--- src/rtl/fp32_to_int32.sv ---
// FP32 to INT32 converter: three-stage pipeline with round-toward-zero
// truncation, saturation on overflow and Inf/NaN, and a saturating counter
// of flagged results.
//
// Handshake: in_valid qualifies in_data at every rising edge where stall is
// low, and that edge accepts the operand. out_valid qualifies out_data,
// out_ovf and out_inv. A result is consumed at the first rising edge where
// it is presented with stall low. While stall is high, every stage holds
// its value and the inputs are ignored.
module fp32_to_int32 #(
  parameter int CNT_W = 16
) (
  input  logic             clk,
  input  logic             reset,
  input  logic             in_valid,
  input  logic [31:0]      in_data,
  input  logic             stall,
  input  logic             cnt_clr,
  output logic             out_valid,
  output logic [31:0]      out_data,
  output logic             out_ovf,
  output logic             out_inv,
  output logic [CNT_W-1:0] ovf_count
);

  localparam logic [CNT_W-1:0] CNT_MAX = '1;

  // Stage 1 registers
  logic        s1_valid;
  logic [31:0] s1_data;

  // Stage 1 field views
  logic [7:0]  s1_exp;
  logic [23:0] s1_man;
  assign s1_exp = s1_data[30:23];
  assign s1_man = {1'b1, s1_data[22:0]};

  // Stage 2 next-state values (unpack and shift)
  logic [31:0] u_mag;
  logic        u_sat;
  logic        u_ovf;
  logic        u_inv;

  // Stage 2 registers
  logic        s2_valid;
  logic        s2_sign;
  logic        s2_sat;
  logic        s2_ovf;
  logic        s2_inv;
  logic [31:0] s2_mag;

  // Stage 3 next-state value (sign and saturation)
  logic [31:0] s3_data;

  // Stage 1: capture the raw operand and its valid
  always_ff @(posedge clk or posedge reset) begin
    if (reset) begin
      s1_valid <= 1'b0;
      s1_data  <= '0;
    end else if (!stall) begin
      s1_valid <= in_valid;
      s1_data  <= in_data;
    end
  end

  // Classify the exponent and build the truncated unsigned magnitude.
  // Biased exponent 150 means e = 23: M is already an integer there.
  // Biased exponent 158 means e = 31: only -2^31 itself fits.
  always_comb begin
    u_mag = '0;
    u_sat = 1'b0;
    u_ovf = 1'b0;
    u_inv = 1'b0;
    if (s1_exp == 8'd255) begin
      u_sat = 1'b1;
      u_inv = 1'b1;
    end else if (s1_exp >= 8'd158) begin
      u_sat = 1'b1;
      u_ovf = !(s1_data[31] && (s1_exp == 8'd158) && (s1_data[22:0] == 23'd0));
    end else if (s1_exp >= 8'd150) begin
      u_mag = {8'd0, s1_man} << (s1_exp - 8'd150);
    end else if (s1_exp >= 8'd127) begin
      u_mag = {8'd0, s1_man} >> (8'd150 - s1_exp);
    end
  end

  // Stage 2: register the magnitude and classification
  always_ff @(posedge clk or posedge reset) begin
    if (reset) begin
      s2_valid <= 1'b0;
      s2_sign  <= 1'b0;
      s2_sat   <= 1'b0;
      s2_ovf   <= 1'b0;
      s2_inv   <= 1'b0;
      s2_mag   <= '0;
    end else if (!stall) begin
      s2_valid <= s1_valid;
      s2_sign  <= s1_data[31];
      s2_sat   <= u_sat;
      s2_ovf   <= u_ovf;
      s2_inv   <= u_inv;
      s2_mag   <= u_mag;
    end
  end

  // Apply saturation or two's-complement negation; -0 negates to 0
  always_comb begin
    s3_data = s2_sign ? (32'd0 - s2_mag) : s2_mag;
    if (s2_sat) begin
      s3_data = s2_sign ? 32'h8000_0000 : 32'h7FFF_FFFF;
    end
  end

  // Stage 3: registered outputs
  always_ff @(posedge clk or posedge reset) begin
    if (reset) begin
      out_valid <= 1'b0;
      out_data  <= '0;
      out_ovf   <= 1'b0;
      out_inv   <= 1'b0;
    end else if (!stall) begin
      out_valid <= s2_valid;
      out_data  <= s3_data;
      out_ovf   <= s2_ovf;
      out_inv   <= s2_inv;
    end
  end

  // Count flagged results as they are consumed; clear has priority
  always_ff @(posedge clk or posedge reset) begin
    if (reset) begin
      ovf_count <= '0;
    end else if (cnt_clr) begin
      ovf_count <= '0;
    end else if (!stall && out_valid && (out_ovf || out_inv) && (ovf_count != CNT_MAX)) begin
      ovf_count <= ovf_count + 1'b1;
    end
  end

endmodule
--- config.mk ---
export PLATFORM = sky130hd
export DESIGN_NAME = fp32_to_int32
export DESIGN_NICKNAME = d
export VERILOG_FILES = /design/src/rtl/fp32_to_int32.sv
export SDC_FILE = /design/constraint.sdc
export NUM_CORES = 1
export LEC_CHECK = 0
export BUFFER_PORTS_ARGS = -buffer_cell sky130_fd_sc_hd__buf_4
export CORE_MARGIN = 2
export CORE_UTILIZATION = 35
export DETAILED_ROUTE_END_ITERATION = 16
export GPL_ROUTABILITY_DRIVEN = 0
export MAX_ROUTING_LAYER = met4
export SLEW_MARGIN = 20
export SYNTH_ARGS = -nofsm -noshare
export SYNTH_HDL_FRONTEND = slang
export SYNTH_SLANG_ARGS = --single-unit
--- constraint.sdc ---
create_clock -name clk -period 3.6 [get_ports clk]
set_input_delay 0.36 -clock clk [delete_from_list [all_inputs] [get_ports clk]]
set_output_delay 0.36 -clock clk [all_outputs]
set_load 0.05 [all_outputs]
==> summary.txt, run 1 <==
Die
  • Ports: 88
  • Initial Util: 35.76%
  • Core ar.: 0.02621 mm2
  • Total die area: 0.02810 mm2
  • Placement row count: 59
  • Die W: 167.6 um
  • Die height: 167.6 um

Power
  • Switching share of power: 42.78%
  • Pwr/cell area: 565.2 mW/mm2
  • Leak: 4.543 nW
  • Comb power frac: 43.0%
  • NetSw: 2.617 mW
  • Clock power share: 27.7%
  • Power, Total: 6.118 mW
  • Power Internal: 3.501 mW
  • Worst vdd ir: 286.7 uV
  • Fraction of power consumed by sequential logic: 29.4%

Routing
  • ANT nets after route: 0
  • First DRT Iteration DRCs: 964
  • Avg WL per Cell: 20.01 um
  • Met3 Wirelength: 2.328 mm
  • Initial DRT Pass Iterations: 6
  • Drt total wl: 29.24 mm
  • Wl on met1: 13.61 mm
  • Vias/cell: 5.992
  • Highest Signal Layer: met4
  • Total number of vias: 8755
  • DRC viols: 0
  • Met2 routed wirelength: 12.44 mm

CTS
  • Worst-Skew Late Latency: 0.43 ns
  • Hold_buf cts: 0
  • Post-CTS Setup Inserts: 0
  • Clk sink count: 121
  • CTS clk-pin slew, worst paths: 0.07 ns
  • Resized cells post-CTS: 0
  • Clock H-tree levels: 4
  • Clock Tree Buf Depth: 2
  • CTS tree: built
  • Root Driver: clkbuf_16
  • Num CTS Buffers: 17

Final layout
  • Leading cell type in the layout, fill and taps excluded: nand2_1
  • Area grow syn2layout: 15.51%
  • Post-route cell area: 0.01083 mm2
  • Layout cells sized above 1: 22.20%
  • ANT cells: 0
  • Commonest non-fill, non-tap cells in the layout: 133 x nand2_1, 119 x dfrtp_1, 115 x buf_4
  • Fin nets: 1157

Placement
  • Dpl cell area: 0.01025 mm2
  • I/O Buffers: 87
  • Hpwl dp: 20.99 mm

Run status
  • Run status: complete, but fails checks
  • Failing checks: negative hold slack

STA
  • Final-report max-slew violation count: 0
  • Least-Margin Pin Slew: 1.038 ns
  • Fin. Hold Viols: 2
  • Fmax: 0.3113 GHz
  • Rel. slew slack: 30.71%
  • Setup Viol. Count Final: 0
  • Fin crit period: 3.213 ns
  • Final period util: 89.24%
  • Clock skew: 0.009608 ns
  • Hold slack final: -0.008574 ns
  • TNS Setup: 0 ns
  • RSZ-0062 raised after global routing: no

GRT
  • Vias in the first global route: 8140
  • Largest net degree at the start of global routing: 79
  • Total GRT Usage: 21.57%
  • Initial antenna violation count: 0
  • Total gr overflow: 0
  • First-pass GRT wire length: 46.95 mm

Synthesis
  • Yosys reg bits: 121
  • Cell accounting for the most synthesized area: dfrtp_1
  • Predominant post-synthesis flop cell: dfrtp_1
  • Mapped Area: 0.009371 mm2
  • Largest cells by area after synthesis: dfrtp_1 32%, mux2_2 8.7%, mux2i_1 7.2%
  • Synthesized area per cell: 8.653 um2
  • Sequential cell area fraction in the yosys report: 32.31%
  • Netlist cell types: 70
  • Async SR Flop Fraction: 100.0%
  • Cell count after synthesis: 1083
  • Post-synth EDFFs: 0
  • Yosys top cell area share: 32.31%
  • Mapped Nets: 1127
  • Synth Warn #: 0

Setup path
  • Critical path startpoint category: flop
  • FF-to-FF Start: s1_data[25]
  • Arr. time, crit path: 3.55 ns
  • Critical path class: reg -> reg
  • Crit end category: flop
  • Worst Path Required: 3.94 ns
  • Depth of the most critical reg-to-reg path: 7
  • Worst R2R End: s2_mag[7]
  • CP max FO: 16
  • Slack of the worst reg-to-reg path: 0.39 ns

Min path
  • Hold WC Path Type: in -> async

Job
  • Max_cap viols: 0
==> state kept, by name (all words and copies together) (netlist names) <==
name       count
s2_ovf         1
out_inv        1
s2_mag        32
s2_sign        1
s1_valid       1
s2_sat         1
s2_inv         1
out_ovf        1
out_data      32
s2_valid       1
s1_data       32
out_valid      1
ovf_count     16
==> power groups by stage <==
stage / Sequential, mW / Combinational (mW) / Clock (mW)
floorplan: 2.08 / 1.55 / 0
global placement: 1.81 / 2.57 / 0
detailed placement: 1.82 / 2.57 / 0
CTS: 1.79 / 2.58 / 1.72
global route: 1.83 / 2.81 / 1.79
finish: 1.80 / 2.63 / 1.69
==> critical path, stage by stage, from the launching register on <==
cell       delay [ns]
dfrtp_1          0.51
ha_1             0.40
nor2b_1          0.25
o21ai_0          0.44
nand2_1          0.53
a2111oi_0        0.59
o311ai_0         0.21
a32oi_1          0.20
==> per-stage QoR <==
step | utilization [%] | worst slack, ns | instances
after floorplan | - | 0.02583 | 1083
after global placement | 39.11 | 0.5286 | 1429
after detailed placement | 39.11 | 0.5304 | 1429
after CTS | 41.31 | 0.5167 | 1461
after global routing | 41.31 | 0.07880 | 1461
final | 41.31 | 0.3872 | 1461
==> synthesized netlist by cell type (all sizes together), types with 7 or more instances <==
master and n:
nor3 27, nor4 14, clkbuf 75, a31oi 13
xor2 14, o211ai 16, o31ai 22, nand4 17
dfrtp 121, nand2 133, xnor2 25, a211oi 10
o311ai 7, and2 7, buf 30, ha 7
inv 16, or4 7, o22ai 13, nor2b 7
mux2i 67, and3 12, mux2 72, nand2b 10
o21ai 70, nor2 70, nand3 27, or3 13
a21oi 55, a221oi 9, mux4 16
==> layer usage <==
metal  vias to the layer above  global-route usage (%)
met2                       402                   30.18
met5                         -                       -
met3                        71                   4.302
met4                         0                   6.125
met1                      4188                   31.41
li1                       4094                       -
==> worst max-delay path by stage <==
stage               slack, ns  cells after the start           to        start
floorplan                0.03                      1  out_data[0]        reset
global placement         0.53                      7   s2_mag[23]  s1_data[25]
detailed placement       0.53                      7   s2_mag[23]  s1_data[25]
CTS                      0.52                      7   s2_mag[23]  s1_data[25]
global route             0.08                      7    s2_mag[7]  s1_data[25]
finish                   0.39                      7    s2_mag[7]  s1_data[25]
==> cell type report <==
| cell class | count | area (um2) |
|---|---|---|
| flip-flops and latches | 121 | 3030 |
| multi-input cells | 841 | 5853 |
| clock inverters | 14 | 137.6 |
| repair buffers | 116 | 883.3 |
| inverters | 16 | 62.56 |
| fillers | 2612 | 15380 |
| clock buffers | 18 | 439.2 |
| well taps | 335 | 419.2 |
==> cells by family after synthesis <==
kind of cell	after synthesis	synth area share, %
buffers and inverters	121	5.314
adders and majority gates	7	0.9345
xor gates and xnor gates	39	3.645
AOI/OAI and AO/OA	279	19.59
DFF	121	32.31
and+or+nand+nor	361	18.56
muxes	155	19.65
(Power assumes the default switching activity.)
==> inputs of run 2 (changes only) <==
--- a/config.mk
+++ b/config.mk
@@ -6,7 +6,7 @@
 export NUM_CORES = 1
 export LEC_CHECK = 0
 export BUFFER_PORTS_ARGS = -buffer_cell sky130_fd_sc_hd__buf_4
-export CORE_MARGIN = 2
+export CORE_MARGIN = 10
 export CORE_UTILIZATION = 35
 export DETAILED_ROUTE_END_ITERATION = 16
 export GPL_ROUTABILITY_DRIVEN = 0
==> run 2 against run 1 <==
- core utilization grew 0.086 points
- via count shrank 0.45%
- highest routed layer unchanged
- the run now ends clean
- sequential cell count did not move
- total power rose by 1.4%
- combinational power hardly changed
==> summary.txt, run 2 (synthesis gave the netlist of run 1 again) <==
Final layout
  • Final Util: 41.39%
  • Area grow syn2layout: 15.75%
  • ANT cells: 0
  • Reg area: 0.003030 mm2
  • Fin nets: 1155
  • Leading cell type in the layout, fill and taps excluded: nand2_1
  • Filler Cells Inserted: 2618
  • Commonest non-fill, non-tap cells in the layout: 133 x nand2_1, 119 x dfrtp_1, 112 x buf_4
  • Multi-input gate area: 0.005853 mm2
  • Layout cells sized above 1: 22.06%
  • Biggest regs: out_data: 32 flops, s1_data: 32 flops, s2_mag: 32 flops

Power
  • Power Internal: 3.571 mW
  • Pwr/cell area: 572.2 mW/mm2
  • Worst vdd ir: 337.0 uV
  • Switching share of power: 42.47%
  • NetSw: 2.636 mW
  • Clock power share: 28.7%
  • Power, Total: 6.207 mW
  • Fraction of power consumed by sequential logic: 29.0%
  • Leak: 4.553 nW
  • Comb power frac: 42.3%

Die
  • Die height: 183.6 um
  • Core ar.: 0.02621 mm2
  • Ports: 88
  • Initial Util: 35.76%
  • Total die area: 0.03372 mm2
  • Die W: 183.6 um
  • Placement row count: 59

Placement
  • I/O Buffers: 87
  • Hpwl dp: 21.64 mm

Routing
  • Vias/cell: 5.974
  • Initial DRT Pass Iterations: 5
  • Drt total wl: 30.14 mm
  • First DRT Iteration DRCs: 1068
  • ANT nets after route: 0
  • DRC viols: 0
  • Total number of vias: 8716
  • Avg WL per Cell: 20.66 um

GRT
  • Vias in the first global route: 8113
  • Initial antenna violation count: 0
  • Total gr overflow: 0
  • First-pass GRT wire length: 47.75 mm
  • Largest net degree at the start of global routing: 149
  • Total GRT Usage: 18.22%

Job
  • Max_cap viols: 0

STA
  • RSZ-0062 raised after global routing: no
  • Fin. Hold Viols: 0
  • Rel. slew slack: 33.49%
  • Final-report max-slew violation count: 0
  • Least-Margin Pin Slew: 0.9976 ns
  • Fmax: 0.3207 GHz
  • Clock skew: 0.01224 ns
  • Fin crit period: 3.118 ns
  • Setup Viol. Count Final: 0
  • TNS Setup: 0 ns
  • Final period util: 86.62%
  • Hold slack final: 0.06585 ns

CTS
  • Root Driver: clkbuf_16
  • Clk sink count: 121
  • Num CTS Buffers: 17
  • Resized cells post-CTS: 0
  • Worst-Skew Late Latency: 0.43 ns
  • Clock H-tree levels: 4
  • Clock Tree Buf Depth: 2
  • Post-CTS Setup Inserts: 0
  • CTS tree: built
  • CTS clk-pin slew, worst paths: 0.07 ns
  • Hold_buf cts: 0

Setup path
  • Crit-path cells: ha_1 -> nor2b_1 -> o21ai_0 -> nand2_1 -> mux2_2 -> o211ai_1 -> a32oi_1
  • CP max FO: 16
  • Bufs and invs on worst path: 0
  • Critical path startpoint category: flop
  • Worst Path Required: 3.90 ns
  • Largest stage delay, worst path: 0.55 ns
  • Crit-path slowest cell: dfrtp_1
  • Critical path class: reg -> reg
  • Crit end category: flop
  • Family with the most delay on the worst path: simple AND/OR/NAND/NOR gates
  • Arr. time, crit path: 3.42 ns

Min path
  • Hold WC Path Type: in -> async

Run status
  • Run status: completed
## run 2: cell types whose count changed in the layout (fill, tap and decap cells not counted)
cell	before	now
buf_12	1	2
buf_4	115	112
clkinvlp_4	4	3
inv_6	5	4
inv_8	1	2
bufinv_16	1	2
## run 2: layout make-up
cell class                      count  share of cell area (%)
Multi-Input combinational cell    841                   53.96
Sequential cell                   121                   27.94
Timing Repair Buffer              114                   8.120
Clock buffer                       18                   4.048
Tap cell                          335                   3.864
Clock inverter                     14                   1.499
Inverter                           16                  0.5767
## run 2: final timing paths
kind / start / to / slack, ns / depth (start not counted)
worst max register to register: s1_data[25] / s2_mag[14] / 0.48 / 7
worst max-delay path: s1_data[25] / s2_mag[14] / 0.48 / 7
worst min-delay path: reset / out_data[6] / 0.07 / 2
worst min register to register: out_data[6] / out_data[6] / 0.48 / 2
max in group asynchronous: reset / s2_mag[4] / 2.74 / 3
min in group clk: in_data[28] / s1_data[28] / 0.16 / 2
## run 2: per-stage QoR
stage,worst slack [ns],instances,cell area [um2]
after floorplan,0.02583,1083,9371
after global placement,0.6749,1427,10250
after detailed placement,0.5647,1427,10250
after CTS,0.5509,1459,10850
after global routing,0.3005,1459,10850
final,0.4817,1459,10850
## run 2: metal layers
layer / part of all wire, % / GRT usage (%)
met2: 42 / 25.14
met4: 2.6 / 5.803
met5: 0 / -
met1: 47 / 25.26
met3: 7.7 / 4.783
## run 2: power by group through the flow
stage	combinational, mW	sequential, mW	clock [mW]
CTS	2.59	1.79	1.81
global placement	2.57	1.82	0
global route	2.82	1.83	1.88
finish	2.63	1.80	1.78
floorplan	1.55	2.08	0
detailed placement	2.58	1.82	0
## run 2: worst register-to-register path, stage by stage (launching register included)
cell and delay, ns:
dfrtp_1 0.55, ha_1 0.53, nor2b_1 0.32, o21ai_0 0.24, nand2_1 0.55, mux2_2 0.42
o211ai_1 0.26, a32oi_1 0.15
